===== src/rtl/skinny_inv_core.sv =====
// Iterative SKINNY-128-384 decryption core.
// Takes a ciphertext and the round-0 tweakey (TK1/TK2/TK3), runs the tweakey
// schedule forward to its final value, then removes one round per clock,
// last round first. Used for decryption-side and verification paths.
//
// state | meaning
// IDLE  | ready for a block, di_ready=1
// KFWD  | fast-forwarding the tweakey schedule, ROUNDS cycles
// DEC   | one inverse round per cycle, ROUNDS cycles
// DONE  | pt valid, waiting for do_ready
module skinny_inv_core #(
  parameter int ROUNDS = 40
) (
  input  logic         clk,
  input  logic         rst,
  input  logic         di_valid,
  output logic         di_ready,
  input  logic [127:0] ct,
  input  logic [127:0] cnt,
  input  logic [127:0] tweak,
  input  logic [127:0] key,
  output logic         do_valid,
  input  logic         do_ready,
  output logic [127:0] pt
);

  typedef enum logic [1:0] {IDLE, KFWD, DEC, DONE} state_t;

  localparam logic [5:0] RLAST = 6'(ROUNDS - 1);

  // Tweakey cell permutation: new[i] = old[TK_P[i]]; TK_PI is its inverse.
  localparam int TK_P  [16] = '{9, 15, 8, 13, 10, 14, 12, 11, 0, 1, 2, 3, 4, 5, 6, 7};
  localparam int TK_PI [16] = '{8, 9, 10, 11, 12, 13, 14, 15, 2, 0, 4, 7, 6, 3, 5, 1};

  state_t       st_q;
  logic [127:0] s_q;
  logic [127:0] tk1_q, tk2_q, tk3_q;
  logic [5:0]   rc_q;
  logic [5:0]   rcnt_q;
  logic [127:0] pt_q;
  logic         do_valid_q;
  logic         di_ready_q;

  logic [127:0] tk1_fwd_d, tk2_fwd_d, tk3_fwd_d;
  logic [127:0] tk1_bwd_d, tk2_bwd_d, tk3_bwd_d;
  logic [5:0]   rc_fwd_d, rc_bwd_d;
  logic [127:0] s_dec_d;

  // The S-box is built from a NOR-XOR layer (an involution), a bit permutation
  // and a final bit swap; inverting it means running those pieces backwards.
  function automatic logic [7:0] sb_mix(input logic [7:0] x);
    return {x[7:5], x[4] ^ ~(x[7] | x[6]), x[3:1], x[0] ^ ~(x[3] | x[2])};
  endfunction

  function automatic logic [7:0] sb_iperm(input logic [7:0] y);
    return {y[5], y[4], y[0], y[3], y[1], y[7], y[6], y[2]};
  endfunction

  function automatic logic [7:0] sbox_inv(input logic [7:0] y);
    logic [7:0] x;
    x = sb_mix({y[7:3], y[1], y[2], y[0]});
    x = sb_mix(sb_iperm(x));
    x = sb_mix(sb_iperm(x));
    x = sb_mix(sb_iperm(x));
    return x;
  endfunction

  function automatic logic [127:0] tk_perm(input logic [127:0] v);
    logic [127:0] r;
    r = '0;
    for (int i = 0; i < 16; i++) r[127-8*i -: 8] = v[127-8*TK_P[i] -: 8];
    return r;
  endfunction

  function automatic logic [127:0] tk_iperm(input logic [127:0] v);
    logic [127:0] r;
    r = '0;
    for (int i = 0; i < 16; i++) r[127-8*i -: 8] = v[127-8*TK_PI[i] -: 8];
    return r;
  endfunction

  // TK2 forward LFSR on rows 0-1; the inverse variant undoes it.
  function automatic logic [127:0] lfsr2(input logic [127:0] v, input logic inv);
    logic [127:0] r;
    logic [7:0]   x;
    r = v;
    for (int i = 0; i < 8; i++) begin
      x = v[127-8*i -: 8];
      r[127-8*i -: 8] = inv ? {x[0] ^ x[6], x[7:1]} : {x[6:0], x[7] ^ x[5]};
    end
    return r;
  endfunction

  // TK3 forward LFSR on rows 0-1; it is the TK2 inverse and vice versa.
  function automatic logic [127:0] lfsr3(input logic [127:0] v, input logic inv);
    logic [127:0] r;
    logic [7:0]   x;
    r = v;
    for (int i = 0; i < 8; i++) begin
      x = v[127-8*i -: 8];
      r[127-8*i -: 8] = inv ? {x[6:0], x[7] ^ x[5]} : {x[0] ^ x[6], x[7:1]};
    end
    return r;
  endfunction

  // One inverse round. tkx is TK1^TK2^TK3 of the round being removed, rc the
  // constant that round used when encrypting.
  function automatic logic [127:0] inv_round(input logic [127:0] s,
                                             input logic [127:0] tkx,
                                             input logic [5:0]   rc);
    logic [31:0]  r0, r1, r2, r3;
    logic [31:0]  m0, m1, m2, m3;
    logic [127:0] sr, rk, r;
    {r0, r1, r2, r3} = s;
    m0 = r1;
    m1 = r1 ^ r2 ^ r3;
    m2 = r1 ^ r3;
    m3 = r0 ^ r3;
    sr = {m0, m1[23:0], m1[31:24], m2[15:0], m2[31:16], m3[7:0], m3[31:8]};
    rk = {tkx[127:64], 64'h0};
    rk[123:120] = rk[123:120] ^ rc[3:0];
    rk[89:88]   = rk[89:88] ^ rc[5:4];
    rk[57]      = rk[57] ^ 1'b1;
    sr = sr ^ rk;
    r = '0;
    for (int i = 0; i < 16; i++) r[127-8*i -: 8] = sbox_inv(sr[127-8*i -: 8]);
    return r;
  endfunction

  // Forward and backward tweakey/rc steps plus the inverse round datapath.
  always_comb begin
    tk1_fwd_d = tk_perm(tk1_q);
    tk2_fwd_d = lfsr2(tk_perm(tk2_q), 1'b0);
    tk3_fwd_d = lfsr3(tk_perm(tk3_q), 1'b0);
    tk1_bwd_d = tk_iperm(tk1_q);
    tk2_bwd_d = tk_iperm(lfsr2(tk2_q, 1'b1));
    tk3_bwd_d = tk_iperm(lfsr3(tk3_q, 1'b1));
    rc_fwd_d  = {rc_q[4:0], rc_q[5] ^ rc_q[4] ^ 1'b1};
    rc_bwd_d  = {rc_q[0] ^ rc_q[5] ^ 1'b1, rc_q[5:1]};
    s_dec_d   = inv_round(s_q, tk1_bwd_d ^ tk2_bwd_d ^ tk3_bwd_d, rc_q);
  end

  // Control FSM with all datapath and output registers; rst wins over any handshake.
  always_ff @(posedge clk) begin
    if (rst) begin
      st_q       <= IDLE;
      s_q        <= '0;
      tk1_q      <= '0;
      tk2_q      <= '0;
      tk3_q      <= '0;
      rc_q       <= '0;
      rcnt_q     <= '0;
      pt_q       <= '0;
      do_valid_q <= 1'b0;
      di_ready_q <= 1'b1;
    end else begin
      case (st_q)
        IDLE: begin
          if (di_valid && di_ready_q) begin
            s_q        <= ct;
            tk1_q      <= cnt;
            tk2_q      <= tweak;
            tk3_q      <= key;
            rc_q       <= '0;
            rcnt_q     <= '0;
            di_ready_q <= 1'b0;
            st_q       <= KFWD;
          end
        end
        KFWD: begin
          tk1_q <= tk1_fwd_d;
          tk2_q <= tk2_fwd_d;
          tk3_q <= tk3_fwd_d;
          rc_q  <= rc_fwd_d;
          if (rcnt_q == RLAST) begin
            rcnt_q <= RLAST;
            st_q   <= DEC;
          end else begin
            rcnt_q <= rcnt_q + 6'd1;
          end
        end
        DEC: begin
          s_q   <= s_dec_d;
          tk1_q <= tk1_bwd_d;
          tk2_q <= tk2_bwd_d;
          tk3_q <= tk3_bwd_d;
          rc_q  <= rc_bwd_d;
          if (rcnt_q == 6'd0) begin
            pt_q       <= s_dec_d;
            do_valid_q <= 1'b1;
            st_q       <= DONE;
          end else begin
            rcnt_q <= rcnt_q - 6'd1;
          end
        end
        DONE: begin
          if (do_ready) begin
            do_valid_q <= 1'b0;
            di_ready_q <= 1'b1;
            st_q       <= IDLE;
          end
        end
        default: st_q <= IDLE;
      endcase
    end
  end

  assign di_ready = di_ready_q;
  assign do_valid = do_valid_q;
  assign pt       = pt_q;

endmodule


===== config.mk =====
export PLATFORM = sky130hd
export DESIGN_NAME = skinny_inv_core
export DESIGN_NICKNAME = d
export VERILOG_FILES = /design/src/rtl/skinny_inv_core.sv
export SDC_FILE = /design/constraint.sdc
export NUM_CORES = 2
export LEC_CHECK = 0
export BUFFER_PORTS_ARGS = -buffer_cell sky130_fd_sc_hd__buf_2
export CAP_MARGIN = 0
export CORE_MARGIN = 3
export CORE_UTILIZATION = 50
export CTS_CLUSTER_SIZE = 16
export DETAILED_ROUTE_END_ITERATION = 7
export GPL_ROUTABILITY_DRIVEN = 0
export GPL_TIMING_DRIVEN = 0
export PLACE_DENSITY = 0.73
export SLEW_MARGIN = 25
export SYNTH_ARGS = -nofsm -noshare
export SYNTH_HDL_FRONTEND = slang
export SYNTH_SLANG_ARGS = --single-unit

===== constraint.sdc =====
create_clock -name clk -period 6.8 [get_ports clk]
set_input_delay 1.36 -clock clk [delete_from_list [all_inputs] [get_ports clk]]
set_output_delay 1.36 -clock clk [all_outputs]
set_load 0.1 [all_outputs]

==> impl_metrics.tcl <==
set metrics [dict create \
    status "complete, but fails checks" \
    violations "design-rule violations" \
    cp_common_cell "clkbuf_1" \
    yosysSeqAreaShare_pct 37.0 \
    cts_sinks 656 \
    drtIter0Drc 6423 \
    first_global_vias 38000 \
    insertion_delay_ns 0.65 \
    post_cts_buffers 0 \
    top_usage_layer "met2" \
    cts_tree "built" \
    use_met3_pct 17.5 \
    drt-total-wl_um 181000 \
    ctsHoldBuffers 0 \
    wire_per_inst_um 28.9 \
    timing.final.hold_violations 0 \
    syn2layout_area_growth_pct 19.4 \
    grt_usage_pct 46.3 \
    max_cap_viol_count 0 \
    initial_core_util_pct 50.6 \
    path_cells "inv_1 > ha_1 > clkbuf_1 > a21oi_1 > clkbuf_1 > clkbuf_1 > o211ai_1 > a21oi_1" \
    dp_hpwl_um 142000 \
    antenna_left 0 \
    worstHoldPathType "flip-flop to flip-flop" \
    critPathMaxStageDelay_ns 0.76 \
    worst_setup_path_end_kind "flip-flop" \
    drv_slew 0 \
    setup_viol 0 \
    drt_first_pass_iters 8 \
    die_area_sq_mm 0.0743 \
    vias 41100 \
    multi_input_area_sq_mm 0.0208 \
    fin_tns_setup_ns 0 \
    max_slew_margin_pct 18.3 \
    crit_fanout 10 \
    use_met2_pct 68.4 \
    crit_arrival_ns 4.29 \
    worstMarginPinSlew_ns 1.23 \
    synth-main-ff-cell "dfxtp_1" \
    crit_family "buffers and inverters" \
    numCtsBuffers 73 \
    finalClockSkew_ns 0.0263 \
    cts_root_buffer "clkbuf_16" \
    grt.met1_usage_pct 53.8 \
    drc 6 \
    avgSynthCellArea_sq_um 7.82 \
    dieHeight_um 273 \
    antenna_found_initial 4 \
    yosys_warnings 0 \
    ctsResizeCount 0 \
    synth-seq-cells 656 \
    synth.distinct_cells 57 \
    grt_max_degree 14 \
    fmax_ghz 0.267 \
    drive_above_1_share_pct 15.1 \
    io_pins 646 \
    row_count 97 \
    cts_max_level 3 \
    die_w_um 273 \
    syn_nets 5065 \
    seq_area_sq_mm 0.0131 \
    worst-path-buf-inv 4 \
    period_minus_slack_ns 3.74 \
    nets 5785 \
    grt-ovfl-total 0 \
    cts_max_path_buffers 3 \
    cp_data_required_time_ns 7.35 \
    synth_cells 4542 \
    core_area_sq_mm 0.0701 \
    startpoint_type "flip-flop" \
    rsz0062_at_grt "no" \
    synth_edf_count 0 \
    fillCellCount 6696 \
    clkTransAtPathRegs_ns 0.06 \
    io_buffer_count 644 \
    grt_pass1_wl_um 253000 \
    finalCritPeriodShare_pct 55.0 \
    async_flop_share_pct 0 \
    synth_area_sq_mm 0.0355 \
    vias_per_cell 6.56 \
    slowest_stage "a21oi_1" \
    critical_path_class "flip-flop to flip-flop" \
]
## flip-flops by register name (all words and copies together) (netlist names)
signal and flops:
tk3_q 128, di_ready 1, st_q 2, rcnt_q 6, tk1_q 128, s_q 128, tk2_q 128, pt 128
rc_q 6, do_valid 1
## metal layers
metal	routed length [um]	vias up	part of all wire [%]
li1	-	17600	-
met1	60100	18900	33
met2	74600	3578	41
met3	27400	1043	15
met4	18600	2	10
met5	12	-	0.0066
## final cells by class
cell class	instances	share of cell area [%]
clock inverters	28	0.735
plain buffers	415	3.69
flip-flops and latches	656	31.0
clock buffers	100	5.03
well taps	940	2.77
repair buffers	645	7.64
inverters	18	0.159
multi-input cells	3453	49.0
diodes	2	0.0118
## cells in the mapped netlist (22+ instances only)
library cell | count | share of area [%]
nand2_1 | 958 | 10
a21oi_1 | 556 | 7.8
buf_1 | 25 | 0.26
o21ai_0 | 30 | 0.42
a22oi_1 | 387 | 8.2
mux2i_1 | 76 | 2.1
nor2_1 | 302 | 3.2
nand3_1 | 48 | 0.68
dfxtp_1 | 656 | 37
xor2_1 | 117 | 2.9
a211oi_1 | 148 | 3.1
clkbuf_1 | 389 | 4.1
xnor2_1 | 261 | 6.4
o211ai_1 | 357 | 7.5
xnor3_1 | 22 | 1.4
## cells by family (layout without fill, tap and decap cells)
group                    Yosys count  after routing  share of synthesized area [%]
multiplexers                      76             76                           2.14
buffers and inverters            433           1206                           4.58
other                              0              2                              0
adder cells (fa/ha/maj)            7              7                          0.247
XOR/XNOR                         415            415                           11.5
AND/OR/NAND/NOR                 1403           1403                           15.8
AO/OA/AOI/OAI                   1552           1552                           28.8
flip-flops                       656            656                           37.0
## placed cells by master, fill, tap and decap left out, drive strengths merged, types with 7 or more instances in the layout
cell    count
or3         9
a21oi     560
xor2      123
xnor3      26
clkbuf    489
and2       13
a31oi      10
mux2i      76
dfxtp     656
a22oi     387
ha          7
nand2b      9
o211ai    357
nor3       14
nand2     958
clkinv     16
a211oi    149
buf       671
o21ai      36
inv        20
a211o       8
nor2      307
nand3      48
xnor2     266
and4        7
a21o       14
nor2b      15
## worst register-to-register path: cells and delay by family (launching register included)
family	cells	cell delay, ns
buffers and inverters	4	1.76
flip-flops	1	0.40
AO/OA/AOI/OAI	3	1.28
adder cells (fa/ha/maj)	1	0.20
## final timing paths
kind / start / to / slack [ns] / cells after the start
worst max-delay path: st_q[0] / tk1_q[0] / 3.06 / 8
worst min-delay path: pt[3] / pt[3] / 0.45 / 2
worst max register to register: st_q[0] / tk1_q[0] / 3.06 / 8
worst min register to register: pt[3] / pt[3] / 0.45 / 2
## through the flow
stage	std cells	area [sq um]	setup WS, ns	utilization, %	hold slack, ns
floorplan	4542	35500	4.03	-	0.449
global placement	6126	39900	2.75	56.9	0.441
detailed placement	6126	39900	2.70	56.9	0.443
CTS	6254	42400	3.18	60.4	0.451
global route	6256	42400	3.03	60.4	0.469
finish	6257	42400	3.06	60.4	0.451
Power is not shown: default switching activity piles up to over one toggle a cycle in this logic, so the estimate is an artifact.
